$ cat config.mk
export PLATFORM = sky130hd
export DESIGN_NAME = cpu_control
export DESIGN_NICKNAME = d
export VERILOG_FILES = /design/src/rtl/cpu_control.sv
export SDC_FILE = /design/constraint.sdc
export NUM_CORES = 1
export LEC_CHECK = 0
export CAP_MARGIN = 20
export CORE_MARGIN = 4
export CORE_UTILIZATION = 48
export DETAILED_ROUTE_END_ITERATION = 10
export PLACE_DENSITY = 0.89
export SLEW_MARGIN = 20
export SYNTH_ARGS = -nofsm -noshare
export SYNTH_HDL_FRONTEND = slang
export SYNTH_SLANG_ARGS = --single-unit
$ cat constraint.sdc
create_clock -name clk -period 2.7 [get_ports clk]
set_input_delay 0.405 -clock clk [delete_from_list [all_inputs] [get_ports clk]]
set_output_delay 0.405 -clock clk [all_outputs]
set_load 0.01 [all_outputs]
$ cat src/rtl/cpu_control.sv
// cpu_control: multi-cycle control FSM (fetch/decode/execute/memory/writeback)
// with a memory-wait watchdog, a sticky trap state and a retired-instruction
// counter.
module cpu_control #(
    parameter int TIMEOUT_CYCLES = 16
) (
    input  logic        clk,
    input  logic        rst,
    input  logic [6:0]  opcode,
    input  logic [3:0]  inst_type,
    input  logic        branch_taken,
    input  logic        mem_ready,
    output logic        mem_req,
    output logic        mem_we,
    output logic        mem_is_fetch,
    output logic        ir_we,
    output logic        pc_we,
    output logic        rf_we,
    output logic        alu_a_sel,
    output logic        alu_b_sel,
    output logic        illegal,
    output logic [1:0]  pc_sel,
    output logic [1:0]  wb_sel,
    output logic [2:0]  state,
    output logic [31:0] retired
);

    localparam logic [2:0] S_FETCH     = 3'd0;
    localparam logic [2:0] S_DECODE    = 3'd1;
    localparam logic [2:0] S_EXECUTE   = 3'd2;
    localparam logic [2:0] S_MEMORY    = 3'd3;
    localparam logic [2:0] S_WRITEBACK = 3'd4;
    localparam logic [2:0] S_TRAP      = 3'd7;

    localparam logic [6:0] OP_LOAD   = 7'h03;
    localparam logic [6:0] OP_FENCE  = 7'h0F;
    localparam logic [6:0] OP_IMM    = 7'h13;
    localparam logic [6:0] OP_AUIPC  = 7'h17;
    localparam logic [6:0] OP_STORE  = 7'h23;
    localparam logic [6:0] OP_LUI    = 7'h37;
    localparam logic [6:0] OP_BRANCH = 7'h63;
    localparam logic [6:0] OP_JALR   = 7'h67;
    localparam logic [6:0] OP_JAL    = 7'h6F;
    localparam logic [6:0] OP_SYSTEM = 7'h73;

    // Decode-stage code for an instruction it could not classify.
    localparam logic [3:0] TYPE_INVALID = 4'hF;

    localparam int              WAIT_W    = $clog2(TIMEOUT_CYCLES + 1);
    // Last tolerated wait value: one more unready cycle completes the timeout.
    localparam logic [WAIT_W-1:0] WAIT_LAST = WAIT_W'(TIMEOUT_CYCLES - 1);

    logic [2:0]        state_q, state_d;
    logic [6:0]        op_q, op_d;
    logic [WAIT_W-1:0] wait_q, wait_d;
    logic [31:0]       retired_q, retired_d;
    logic              retire;

    // Raw strobes before reset gating.
    logic       mem_req_c, mem_we_c, mem_is_fetch_c, ir_we_c, pc_we_c, rf_we_c;
    logic       alu_a_c, alu_b_c, illegal_c;
    logic [1:0] pc_sel_c, wb_sel_c;

    // Next-state, strobe and counter logic for the current state and latched opcode.
    always_comb begin
        // NOTE: every signal gets a default first so no path leaves one unassigned (no latches).
        state_d        = state_q;
        op_d           = op_q;
        retire         = 1'b0;
        mem_req_c      = 1'b0;
        mem_we_c       = 1'b0;
        mem_is_fetch_c = 1'b0;
        ir_we_c        = 1'b0;
        pc_we_c        = 1'b0;
        rf_we_c        = 1'b0;
        alu_a_c        = 1'b0;
        alu_b_c        = 1'b0;
        illegal_c      = 1'b0;
        pc_sel_c       = 2'd0;
        wb_sel_c       = 2'd0;

        // ALU operand selects follow the latched opcode once it is known.
        if (state_q == S_EXECUTE || state_q == S_MEMORY || state_q == S_WRITEBACK) begin
            alu_a_c = (op_q == OP_AUIPC);
            alu_b_c = (op_q == OP_IMM)   || (op_q == OP_LOAD) || (op_q == OP_STORE) ||
                      (op_q == OP_AUIPC) || (op_q == OP_JALR);
        end

        case (state_q)
            S_FETCH: begin
                mem_req_c      = 1'b1;
                mem_is_fetch_c = 1'b1;
                if (mem_ready) begin
                    ir_we_c = 1'b1;
                    op_d    = opcode;
                    state_d = S_DECODE;
                end else if (wait_q == WAIT_LAST) begin
                    state_d = S_TRAP;
                end
            end
            S_DECODE: begin
                state_d = (inst_type == TYPE_INVALID) ? S_TRAP : S_EXECUTE;
            end
            S_EXECUTE: begin
                case (op_q)
                    OP_LOAD, OP_STORE: state_d = S_MEMORY;
                    OP_BRANCH: begin
                        pc_we_c  = 1'b1;
                        pc_sel_c = branch_taken ? 2'd1 : 2'd0;
                        retire   = 1'b1;
                        state_d  = S_FETCH;
                    end
                    OP_FENCE, OP_SYSTEM: begin
                        pc_we_c = 1'b1;
                        retire  = 1'b1;
                        state_d = S_FETCH;
                    end
                    default: state_d = S_WRITEBACK;
                endcase
            end
            S_MEMORY: begin
                mem_req_c = 1'b1;
                mem_we_c  = (op_q == OP_STORE);
                if (mem_ready) begin
                    if (op_q == OP_STORE) begin
                        pc_we_c = 1'b1;
                        retire  = 1'b1;
                        state_d = S_FETCH;
                    end else begin
                        state_d = S_WRITEBACK;
                    end
                end else if (wait_q == WAIT_LAST) begin
                    state_d = S_TRAP;
                end
            end
            S_WRITEBACK: begin
                rf_we_c = 1'b1;
                pc_we_c = 1'b1;
                retire  = 1'b1;
                state_d = S_FETCH;
                if (op_q == OP_LUI)                          wb_sel_c = 2'd3;
                else if (op_q == OP_JAL || op_q == OP_JALR)  wb_sel_c = 2'd2;
                else if (op_q == OP_LOAD)                    wb_sel_c = 2'd1;
                if (op_q == OP_JAL)                          pc_sel_c = 2'd1;
                else if (op_q == OP_JALR)                    pc_sel_c = 2'd2;
            end
            S_TRAP: begin
                illegal_c = 1'b1;
            end
            default: begin
                state_d = S_TRAP;
            end
        endcase

        // Wait counter: consecutive unanswered requests, restarted by any state change.
        if (state_d != state_q)
            wait_d = '0;
        else if (mem_req_c && !mem_ready)
            wait_d = wait_q + WAIT_W'(1);
        else
            wait_d = wait_q;

        retired_d = retired_q + 32'(retire);
    end

    // State, latched opcode, wait counter and retire counter registers.
    always_ff @(posedge clk or posedge rst) begin
        if (rst) begin
            state_q   <= S_FETCH;
            op_q      <= '0;
            wait_q    <= '0;
            retired_q <= '0;
        end else begin
            // NOTE: sequential state uses non-blocking assignments so all flops update together.
            state_q   <= state_d;
            op_q      <= op_d;
            wait_q    <= wait_d;
            retired_q <= retired_d;
        end
    end

    // Strobes are forced low while reset is held; FETCH would otherwise request memory.
    assign mem_req      = mem_req_c      & ~rst;
    assign mem_we       = mem_we_c       & ~rst;
    assign mem_is_fetch = mem_is_fetch_c & ~rst;
    assign ir_we        = ir_we_c        & ~rst;
    assign pc_we        = pc_we_c        & ~rst;
    assign rf_we        = rf_we_c        & ~rst;
    assign alu_a_sel    = alu_a_c        & ~rst;
    assign alu_b_sel    = alu_b_c        & ~rst;
    assign illegal      = illegal_c      & ~rst;
    assign pc_sel       = pc_sel_c       & {2{~rst}};
    assign wb_sel       = wb_sel_c       & {2{~rst}};
    assign state        = state_q;
    assign retired      = retired_q;

endmodule
* After elaboration in Yosys (flattened, before gate mapping)
Index checks and enable logic that the tools add are counted.
** Storage, ports and cells
- Output and inout bits :: 48
- Input port bits :: 15
- Logic and storage cells :: 82
- Register bits :: 47
** Cells by class
- Muxes and demuxes :: 31
- Add/sub/neg operators :: 2
- Reduce and logical (&&, ||, !) cells :: 15
- Bitwise operators :: 12
- Eq/ne operators :: 18
** Operators by type and width (number)
- adder 32 x 1 -> 32 bit :: 1
- == test 7 bit, second input constant :: 4
- case mux 3 bit (6 select lines) :: 1
- two-way mux 1 bit :: 15
- two-way mux 3 bit :: 5
- == test 7 x 5 -> 1 bit, second input constant :: 2
- == test 7 x 6 -> 1 bit, second input constant :: 2
- two-way mux 2 bit :: 5
- two-way mux 5 bit :: 2
- bitwise AND 1 bit :: 9
- == test 7 x 2 -> 1 bit, second input constant :: 1
- == test 7 x 4 -> 1 bit, second input constant :: 1
- logical OR 1 bit :: 7
- == test 3 x 2 -> 1 bit, second input constant :: 2
- == test 3 bit, second input constant :: 2
- case mux 3 bit (2 select lines) :: 1
- adder 5 x 1 -> 5 bit, second input constant :: 1
- == test 5 x 4 -> 1 bit, second input constant :: 1
- bitwise AND 2 bit :: 2
- == test 4 bit, second input constant :: 1
- case mux 2 bit (2 select lines) :: 1
- OR reduction 2 bit :: 2
- == test 3 x 1 -> 1 bit, second input constant :: 1
- zero test 3 bit :: 1
- other kinds (8) :: 8

* Longest topological paths before layout
Gate-level depths: netlist (run 1).
- Depth after elaboration :: 7
- Gate-level depth with buffers :: 11
- Gate-level depth less buffers :: 9

* Least setup slack after synthesis (run 1)
No wires, ideal clock.
- Kind :: input-to-output
- Start :: input port rst
- End :: output port pc_sel[0]
- Buffers on the path :: 1
- Cell stages on the path :: 4
- Arrival :: 2.181 ns
- Data required time :: 2.295 ns
- Path slack :: 0.114 ns
- Cells stage by stage :: clkbuf_1 inv_1 nand4_1 a211oi_1
** Between the ends
- Cells in the longest elaborated chain, start to end :: 2
** RTL lines
- start: declaration :: RTL line 8 : input logic rst,
- NOT 1 bit :: RTL line 192 : assign pc_sel = pc_sel_c & {2{~rst}};
- bitwise AND 2 bit :: RTL line 192
- end: declaration :: RTL line 22 : output logic [1:0] pc_sel,
Every way passes these cells.

* Final worst setup path (run 1)
- Start :: register state_q[1] (netlist: state[1])
- End :: output port pc_sel[0]
** Between the ends
- Cells in the longest elaborated chain, start to end :: 3
- Elaborated cells between the ends (all ways) :: 4
- Classes of those cells :: eq/ne: 2; mux: 1; bitwise: 1
** RTL lines
- start: declaration :: RTL line 53 : logic [2:0] state_q, state_d;
- start signal: assignment :: RTL line 175 : state_q <= state_d;
- == test 3 bit or == test 3 x 2 -> 1 bit (tied branches) :: RTL line 89 : case (state_q)
- case mux 2 bit (2 select lines) (*) :: RTL line 89
- bitwise AND 2 bit (*) :: RTL line 192
Mark *: on every way between the ends. The rest lies on a longest branch, timed or not.

==> results.toml, run 1 <==
[floorplanning]
io_pins = 63
rows = 26
die_area_um2 = 6490
die_x_um = 80.6
start_util_pct = 49.5
core_area_um2 = 5110
die_y_um = 80.6

[synth]
post_synth_and_or_nand_nor_area_fraction_pct = 26.2
synth_seq_cells = 47
synth_xor_area_share_pct = 12.1
synth_top_cell_by_area = "dfrtp_1"
yosysSeqAreaShare_pct = 46.5
synth_ff_type = "dfrtp_1"
synth-compound-area-share_pct = 5.84
ys_warn_count = 0
synth_top_family_by_area = "simple AND/OR/NAND/NOR gates"
async_reset_ff_share_pct = 100
synth_edf_count = 0
synth_most_common_cell = "dfrtp_1"
netlist.area_leader.share_pct = 46.5
synthAdderAreaFrac_pct = 1.98
syn-instance-count = 242
synth_area_leaders = "dfrtp_1 47%, xnor2_1 10%, nand4_1 4.2%"
synth_fp_nets = 261
syn_area_um2 = 2530
synthTopCellsByCount = "47 x dfrtp_1, 30 x xnor2_1, 18 x nor2_1, 17 x nand4_1, 16 x nand3_1"
ys_types = 48
synthMuxAreaShare_pct = 3.51
avgSynthCellArea_um2 = 10.4

[timing]
hold_ws_ps = 500
rsz0062_at_grt = "false"
hold_viol_final = 0
finalSetupViolCount = 0
post-route-min-period_ps = 2580
finalClockSkew_ps = 9.82
fin_tns_setup_ps = 0
slew_headroom_pct = 58.5
slew_viol_final = 0
tightestPinTransition_ps = 617
fmax_ghz = 0.387
post-route-period-util_pct = 95.7

[placed_design]
place_hpwl_um = 4280
io_buffers = 62
placed_cell_area_um2 = 3280
gp_congestion = 0.861

[clocking]
cts_resized = 0
clkLatencyLatePin_ps = 300
numCtsBuffers = 5
cts_root_buf = "clkbuf_8"
post_cts_buffers = 0
clockBufferDepth = 2
cts_tree = "yes"
clk_pin_slew_ps = 80
cts_sinks = 47
cts_hold_buf = 0
h-tree-depth = 2

[power]
total_power_mw = 1.33
p_per_area_nw_per_um2 = 390
ir_drop_mv = 0.292
leakagePower_nw = 1.47

[route]
drt-wirelength-per-cell_um = 15.5
finalWirelength_um = 5950
drc = 0
num_vias = 2102
drt_pass1_iterations = 4
antenna_left = 0
vias_per_cell = 5.49
drt_iter0_markers = 115

[min_path]
hp-start = "retired[31]"
min_to = "retired[31]"
worstHoldPathCells = 1
hold_path_class = "reg -> reg"

[finish]
drive_gt1_share_pct = 12.8
layout-area-overhead-vs-synth_pct = 35.2
fin_util_pct = 66.9
stdcell_area_um2 = 3420
nets = 331
diodes = 0

[grt]
grt_pass1_vias = 2140
grt_usage_pct = 19.7
antenna_found_initial = 0
grt-ovfl-total = 0
grt_start_max_net_pins = 48
grt_pass1_wl_um = 9980

[critical_path]
r2r_end = "retired[30]"
crit_required_ps = 2300
start_kind = "register"
cpLargestDelayFamily = "flip-flops"
critPathMaxFanout = 10
r2r_cells = 10
critPathKind = "reg -> out"
worst_setup_path_end_kind = "primary output"
cp_slowest_cell = "dfrtp_1"
worst-path-buf-inv = 1
r2r_start = "op_q[3]"
rrSetupSlack_ps = 200
crit_arrival_ps = 2180
worst_path_largest_cell_delay_ps = 580
path_cells = "nand2b_1, nor2_1, nand4_1, a211oi_1, clkdlybuf4s50_1"

[job]
maxCapViolCount = 0

[status]
status = "complete, no violations"
per-stage QoR:
step / instances / worst slack [ps]
finish: 383 / 115
global route: 383 / 7.45
CTS: 383 / 0.0151
detailed placement: 375 / 102
global placement: 375 / 169
floorplan: 242 / 114
where the power goes:
part           total, mW  internal [mW]  switching (mW)
clock              0.539          0.305           0.234
combinational     0.0788         0.0389          0.0399
sequential         0.715          0.710         0.00542
total               1.33           1.05           0.280
final cells by class:
cell class                      count  area (um2)
Fill cell                         426        1690
Multi-Input combinational cell    179        1270
Sequential cell                    47        1180
Timing Repair Buffer               75         748
Tap cell                           70        87.6
Clock buffer                        6        82.6
Clock inverter                      2        38.8
Inverter                            4        15.0
sequential cells by signal, indices dropped and copies added, names as in the netlist:
| register | flops |
|---|---|
| state | 3 |
| wait_q | 5 |
| op_q | 7 |
| retired | 32 |
worst max-delay path by stage:
stage,start,to,slack [ps],cells after the start
floorplan,rst,pc_sel[0],110,4
global placement,rst,pc_sel[0],170,5
detailed placement,mem_ready,retired[10],100,11
CTS,op_q[3],pc_we,0.02,5
global route,state[1],wb_sel[0],7,3
finish,state[1],pc_sel[0],120,5
cell usage in the layout (no fill, tap or decap), types with 5 or more instances in the layout:
cell              n
nand4_1          17
buf_4            11
nor2_1           18
xor2_1            5
clkbuf_8          6
nand3_1          16
and3_1           10
clkdlybuf4s50_1  60
dfrtp_1          47
mux2_2            7
nor3_1            8
nand2_1          11
and4_1            6
xnor2_1          30
cell families after synthesis:
family	after synthesis
AO/OA/AOI/OAI	21
XOR/XNOR	35
adder cells (fa/ha/maj)	4
buffers and inverters	16
flip-flops	47
multiplexers	8
AND/OR/NAND/NOR	111
metal layers:
layer | vias up | wire (um) | GRT usage (%)
li1 | 1015 | - | -
met1 | 1010 | 2600 | 25.2
met2 | 68 | 3000 | 33.7
met3 | 9 | 268 | 3.48
met4 | 0 | 84 | 6.42
met5 | - | 0 | 0
Note: power is estimated with default switching activity, not from simulation.
==> run 2: changes to the inputs <==
--- a/config.mk
+++ b/config.mk
@@ -9,7 +9,7 @@
 export CORE_MARGIN = 4
 export CORE_UTILIZATION = 48
 export DETAILED_ROUTE_END_ITERATION = 10
-export PLACE_DENSITY = 0.89
+export PLACE_DENSITY = 0.78
 export SLEW_MARGIN = 20
 export SYNTH_ARGS = -nofsm -noshare
 export SYNTH_HDL_FRONTEND = slang
==> results.toml, run 2 (same netlist as run 1, synthesis figures left out) <==
[grt]
grt_pass1_vias = 1989
grt_pass1_wl_um = 9370
grt_start_max_net_pins = 48
grt_usage_pct = 18.6
antenna_found_initial = 0
grt-ovfl-total = 0

[route]
vias_per_cell = 5.45
drt-wirelength-per-cell_um = 14.8
drt_pass1_iterations = 4
drt_iter0_markers = 82
antenna_left = 0
num_vias = 2089
drc = 0
finalWirelength_um = 5660

[clocking]
clkLatencyLatePin_ps = 300
cts_hold_buf = 0
h-tree-depth = 2
cts_sinks = 47
clockBufferDepth = 2
cts_resized = 0
clk_pin_slew_ps = 80
numCtsBuffers = 5
post_cts_buffers = 0
cts_root_buf = "clkbuf_8"
cts_tree = "yes"

[critical_path]
start_kind = "register"
worst_setup_path_end_kind = "primary output"
worst_path_largest_cell_delay_ps = 540
critPathMaxFanout = 7
crit_required_ps = 2300
critPathKind = "reg -> out"
path_cells = "inv_1, nand3b_1, a211oi_1, and4_1, clkdlybuf4s50_1"
cpLargestDelayFamily = "buffers and inverters"
crit_arrival_ps = 2200
worst-path-buf-inv = 2
cp_slowest_cell = "clkdlybuf4s50_1"

[placed_design]
dpl_worst_slack_ps = 97.0
placed_cell_area_um2 = 3250
gp_congestion = 0.921
io_buffers = 62
place_hpwl_um = 4130

[floorplanning]
start_util_pct = 49.5
die_y_um = 80.6
die_x_um = 80.6
rows = 26
die_area_um2 = 6490
core_area_um2 = 5110
io_pins = 63

[power]
total_power_mw = 1.19
p_per_area_nw_per_um2 = 356
ir_drop_mv = 0.292
leakagePower_nw = 1.43

[timing]
fin_tns_setup_ps = 0
post-route-min-period_ps = 2610
finalClockSkew_ps = 6.17
slew_headroom_pct = 61.7
setup_slack_ps = 93.1
fmax_ghz = 0.384
tightestPinTransition_ps = 575
post-route-period-util_pct = 96.6
rsz0062_at_grt = "true"
hold_viol_final = 0
finalSetupViolCount = 0
slew_viol_final = 0

[finish]
mostFrequentLayoutCell = "clkdlybuf4s50_1"
drive_gt1_share_pct = 11.8
diodes = 0
fillers = 430
stdcell_area_um2 = 3340
layout-area-overhead-vs-synth_pct = 32.2
nets = 331
largest_register_ffs = 32
final_cell_mix = "61 x clkdlybuf4s50_1, 47 x dfrtp_1, 30 x xnor2_1, 18 x nor2_1, 17 x nand4_1"

[status]
status = "complete, no violations"

[job]
maxCapViolCount = 0

[min_path]
hold_path_class = "reg -> reg"
[run 2: final cells by class]
| cell class | instances | area (um2) | area share [%] |
|---|---|---|---|
| multi-input combinational | 179 | 1260 | 37.8 |
| inverter | 4 | 15.0 | 0.449 |
| timing repair buffer | 75 | 721 | 21.6 |
| clock inverter | 1 | 5.00 | 0.150 |
| sequential | 47 | 1180 | 35.2 |
| tap | 70 | 87.6 | 2.62 |
| clock buffer | 7 | 76.3 | 2.28 |
[run 2: path summary, 6_finish.rpt]
check | from | depth (start not counted) | slack [ps] | endpoint
max | state[0] | 5 | 90 | alu_a_sel
min | retired[31] | 1 | 480 | retired[31]
max reg2reg | op_q[3] | 10 | 200 | retired[30]
min reg2reg | retired[31] | 1 | 480 | retired[31]
max in group asynchronous | rst | 3 | 1590 | wait_q[3]
min in group asynchronous | rst | 3 | 720 | retired[21]
[run 2: per-layer routing]
layer  GRT usage (%)  share of wire, %
met3            3.81               5.8
met1            24.9                45
met5               0                 0
met4            6.08               1.3
met2            30.0                48
[run 2: per-stage QoR]
| step | instances | hold slack (ps) | utilization, % |
|---|---|---|---|
| global route | 383 | 523 | 65.5 |
| detailed placement | 375 | 470 | 63.7 |
| finish | 383 | 484 | 65.5 |
| global placement | 375 | 466 | 63.7 |
| floorplan | 242 | 497 | - |
| CTS | 383 | 481 | 65.3 |
[run 2: worst register-to-register path: cells and delay by family (launching register included)]
family	cells	cell delay [ps]
flops	1	380
fa+ha+maj	2	410
xor+xnor	1	160
buf+inv	1	180
simple gates	5	1190
compound gates	1	90
[run 2: power breakdown]
group	switching, mW	internal (mW)	total, mW
Sequential	0.00526	0.710	0.715
Clock	0.216	0.182	0.397
Combinational	0.0385	0.0389	0.0773
==> run 3: changes to the inputs <==
--- a/config.mk
+++ b/config.mk
@@ -7,9 +7,9 @@
 export LEC_CHECK = 0
 export CAP_MARGIN = 20
 export CORE_MARGIN = 4
-export CORE_UTILIZATION = 48
+export CORE_UTILIZATION = 44
 export DETAILED_ROUTE_END_ITERATION = 10
-export PLACE_DENSITY = 0.78
+export PLACE_DENSITY = 0.76
 export SLEW_MARGIN = 20
 export SYNTH_ARGS = -nofsm -noshare
 export SYNTH_HDL_FRONTEND = slang
==> constraint.sdc (replaced) <==
create_clock -name clk -period 2.1 [get_ports clk]
set_input_delay 0.315 -clock clk [delete_from_list [all_inputs] [get_ports clk]]
set_output_delay 0.315 -clock clk [all_outputs]
set_load 0.01 [all_outputs]
==> results.toml, run 3 (same netlist as run 1, synthesis figures left out) <==
[status]
status = "complete, but fails checks"
violations = "negative setup slack"

[critical_path]
cp_slowest_cell = "or4_4"
worst_setup_path_end_kind = "register"
worst_path_largest_cell_delay_ps = 560
worst-path-buf-inv = 1
crit_arrival_ps = 2420
r2r_start = "op_q[4]"
crit_top_cell = "ha_4"
rrSetupSlack_ps = -120
path_cells = "or4_4, nor4_4, a21oi_2, nand2_2, ha_4, ha_4, and3_4, buf_4, nand3_2, xnor2_1"
critPathKind = "reg -> reg"
r2r_cells = 10
critPathMaxFanout = 6
worst-path-stages = 10
start_kind = "register"
r2r_end = "retired[22]"
crit_required_ps = 2300
cpLargestDelayFamily = "simple AND/OR/NAND/NOR gates"

[route]
drt_iter0_markers = 151
drc = 0
num_vias = 2181
drt-wirelength-per-cell_um = 15.4
vias_per_cell = 5.36
antenna_left = 0
finalWirelength_um = 6260
drt_pass1_iterations = 4

[timing]
tightestPinTransition_ps = 598
post-route-period-util_pct = 106
fin_tns_setup_ps = -2210
fmax_ghz = 0.450
finalSetupViolCount = 29
rsz0062_at_grt = "true"
slew_viol_final = 0
finalClockSkew_ps = 7.10
hold_ws_ps = 479
hold_viol_final = 0
setup_slack_ps = -123
slew_headroom_pct = 60.1
post-route-min-period_ps = 2220

[power]
leakagePower_nw = 1.61
total_power_mw = 1.83
p_per_area_nw_per_um2 = 500
ir_drop_mv = 0.532

[finish]
final_cell_mix = "49 x clkdlybuf4s50_1, 44 x dfrtp_1, 32 x buf_4, 30 x xnor2_1, 18 x nor2_1"
fillers = 445
diodes = 0
stdcell_area_um2 = 3660
fin_util_pct = 66.1
mostFrequentLayoutCell = "clkdlybuf4s50_1"
drive_gt1_share_pct = 24.8
layout-area-overhead-vs-synth_pct = 44.8
final_cells = 407
largest_register_ffs = 32
nets = 353

[floorplanning]
die_y_um = 83.8
core_area_um2 = 5540
rows = 27
die_x_um = 83.8
start_util_pct = 45.6
io_pins = 63
die_area_um2 = 7020

[placed_design]
placed_cell_area_um2 = 3410
place_hpwl_um = 4400
io_buffers = 62
dpl_worst_slack_ps = -300
dp_cells = 391
gp_congestion = 0.817

[clocking]
clk_pin_slew_ps = 90
cts_root_buf = "clkbuf_8"
clockBufferDepth = 2
cts_sinks = 47
cts_tree = "yes"
clkLatencyLatePin_ps = 300
h-tree-depth = 2
cts_hold_buf = 0
numCtsBuffers = 5

[min_path]
worstHoldPathCells = 1
hold_path_class = "reg -> reg"
min_to = "retired[31]"
hp-start = "retired[31]"

[grt]
grt-ovfl-total = 0
antenna_found_initial = 0
grt_pass1_vias = 2249
grt_start_max_net_pins = 48
grt_pass1_wl_um = 11000
grt_usage_pct = 19.0

[job]
maxCapViolCount = 0
-- run 3: per-layer routing --
metal	part of all wire [%]	global-route usage (%)	wire length [um]
met5	0	0	0
met4	1.2	5.99	74
met3	3.6	3.46	227
met2	51	31.6	3180
met1	44	25.2	2780
-- run 3: layout make-up --
cell class / count / area, um2 / area share [%]
Clock buffer: 5 / 68.8 / 1.88
Sequential cell: 47 / 1180 / 32.2
Clock inverter: 3 / 71.3 / 1.95
Multi-Input combinational cell: 180 / 1370 / 37.4
Tap cell: 72 / 90.1 / 2.46
Timing Repair Buffer: 96 / 863 / 23.6
Inverter: 4 / 18.8 / 0.512
-- run 3: how the worst max path moves through the flow --
stage,startpoint,endpoint,slack [ps]
detailed placement,mem_ready,retired[30],-300
global route,op_q[4],retired[30],-240
finish,op_q[4],retired[22],-120
CTS,op_q[4],retired[30],-200
global placement,mem_ready,retired[16],-210
floorplan,op_q[6],retired[28],-50
-- run 3: repair_timing --
item | in CTS | in global routing
endpoints found under the setup margin | 37 | 37
buffers inserted | 4 | 3
resized for setup | 34 | 17
pin swaps | 7 | 6
cloned | 1 | 0
-- run 3: power by group --
| group | leakage (nW) | internal (mW) | switching [mW] |
|---|---|---|---|
| Sequential | 0.625 | 0.913 | 0.00602 |
| Clock | 0.0703 | 0.483 | 0.322 |
| Combinational | 0.918 | 0.0541 | 0.0551 |
| Total | 1.61 | 1.45 | 0.383 |
-- run 3: worst register-to-register path, delay by kind of cell, from the launching register on --
kind | cells | cell delay (ps)
compound gates | 1 | 70
flops | 1 | 390
xor+xnor | 1 | 130
simple gates | 5 | 1110
fa+ha+maj | 2 | 300
buf+inv | 1 | 120
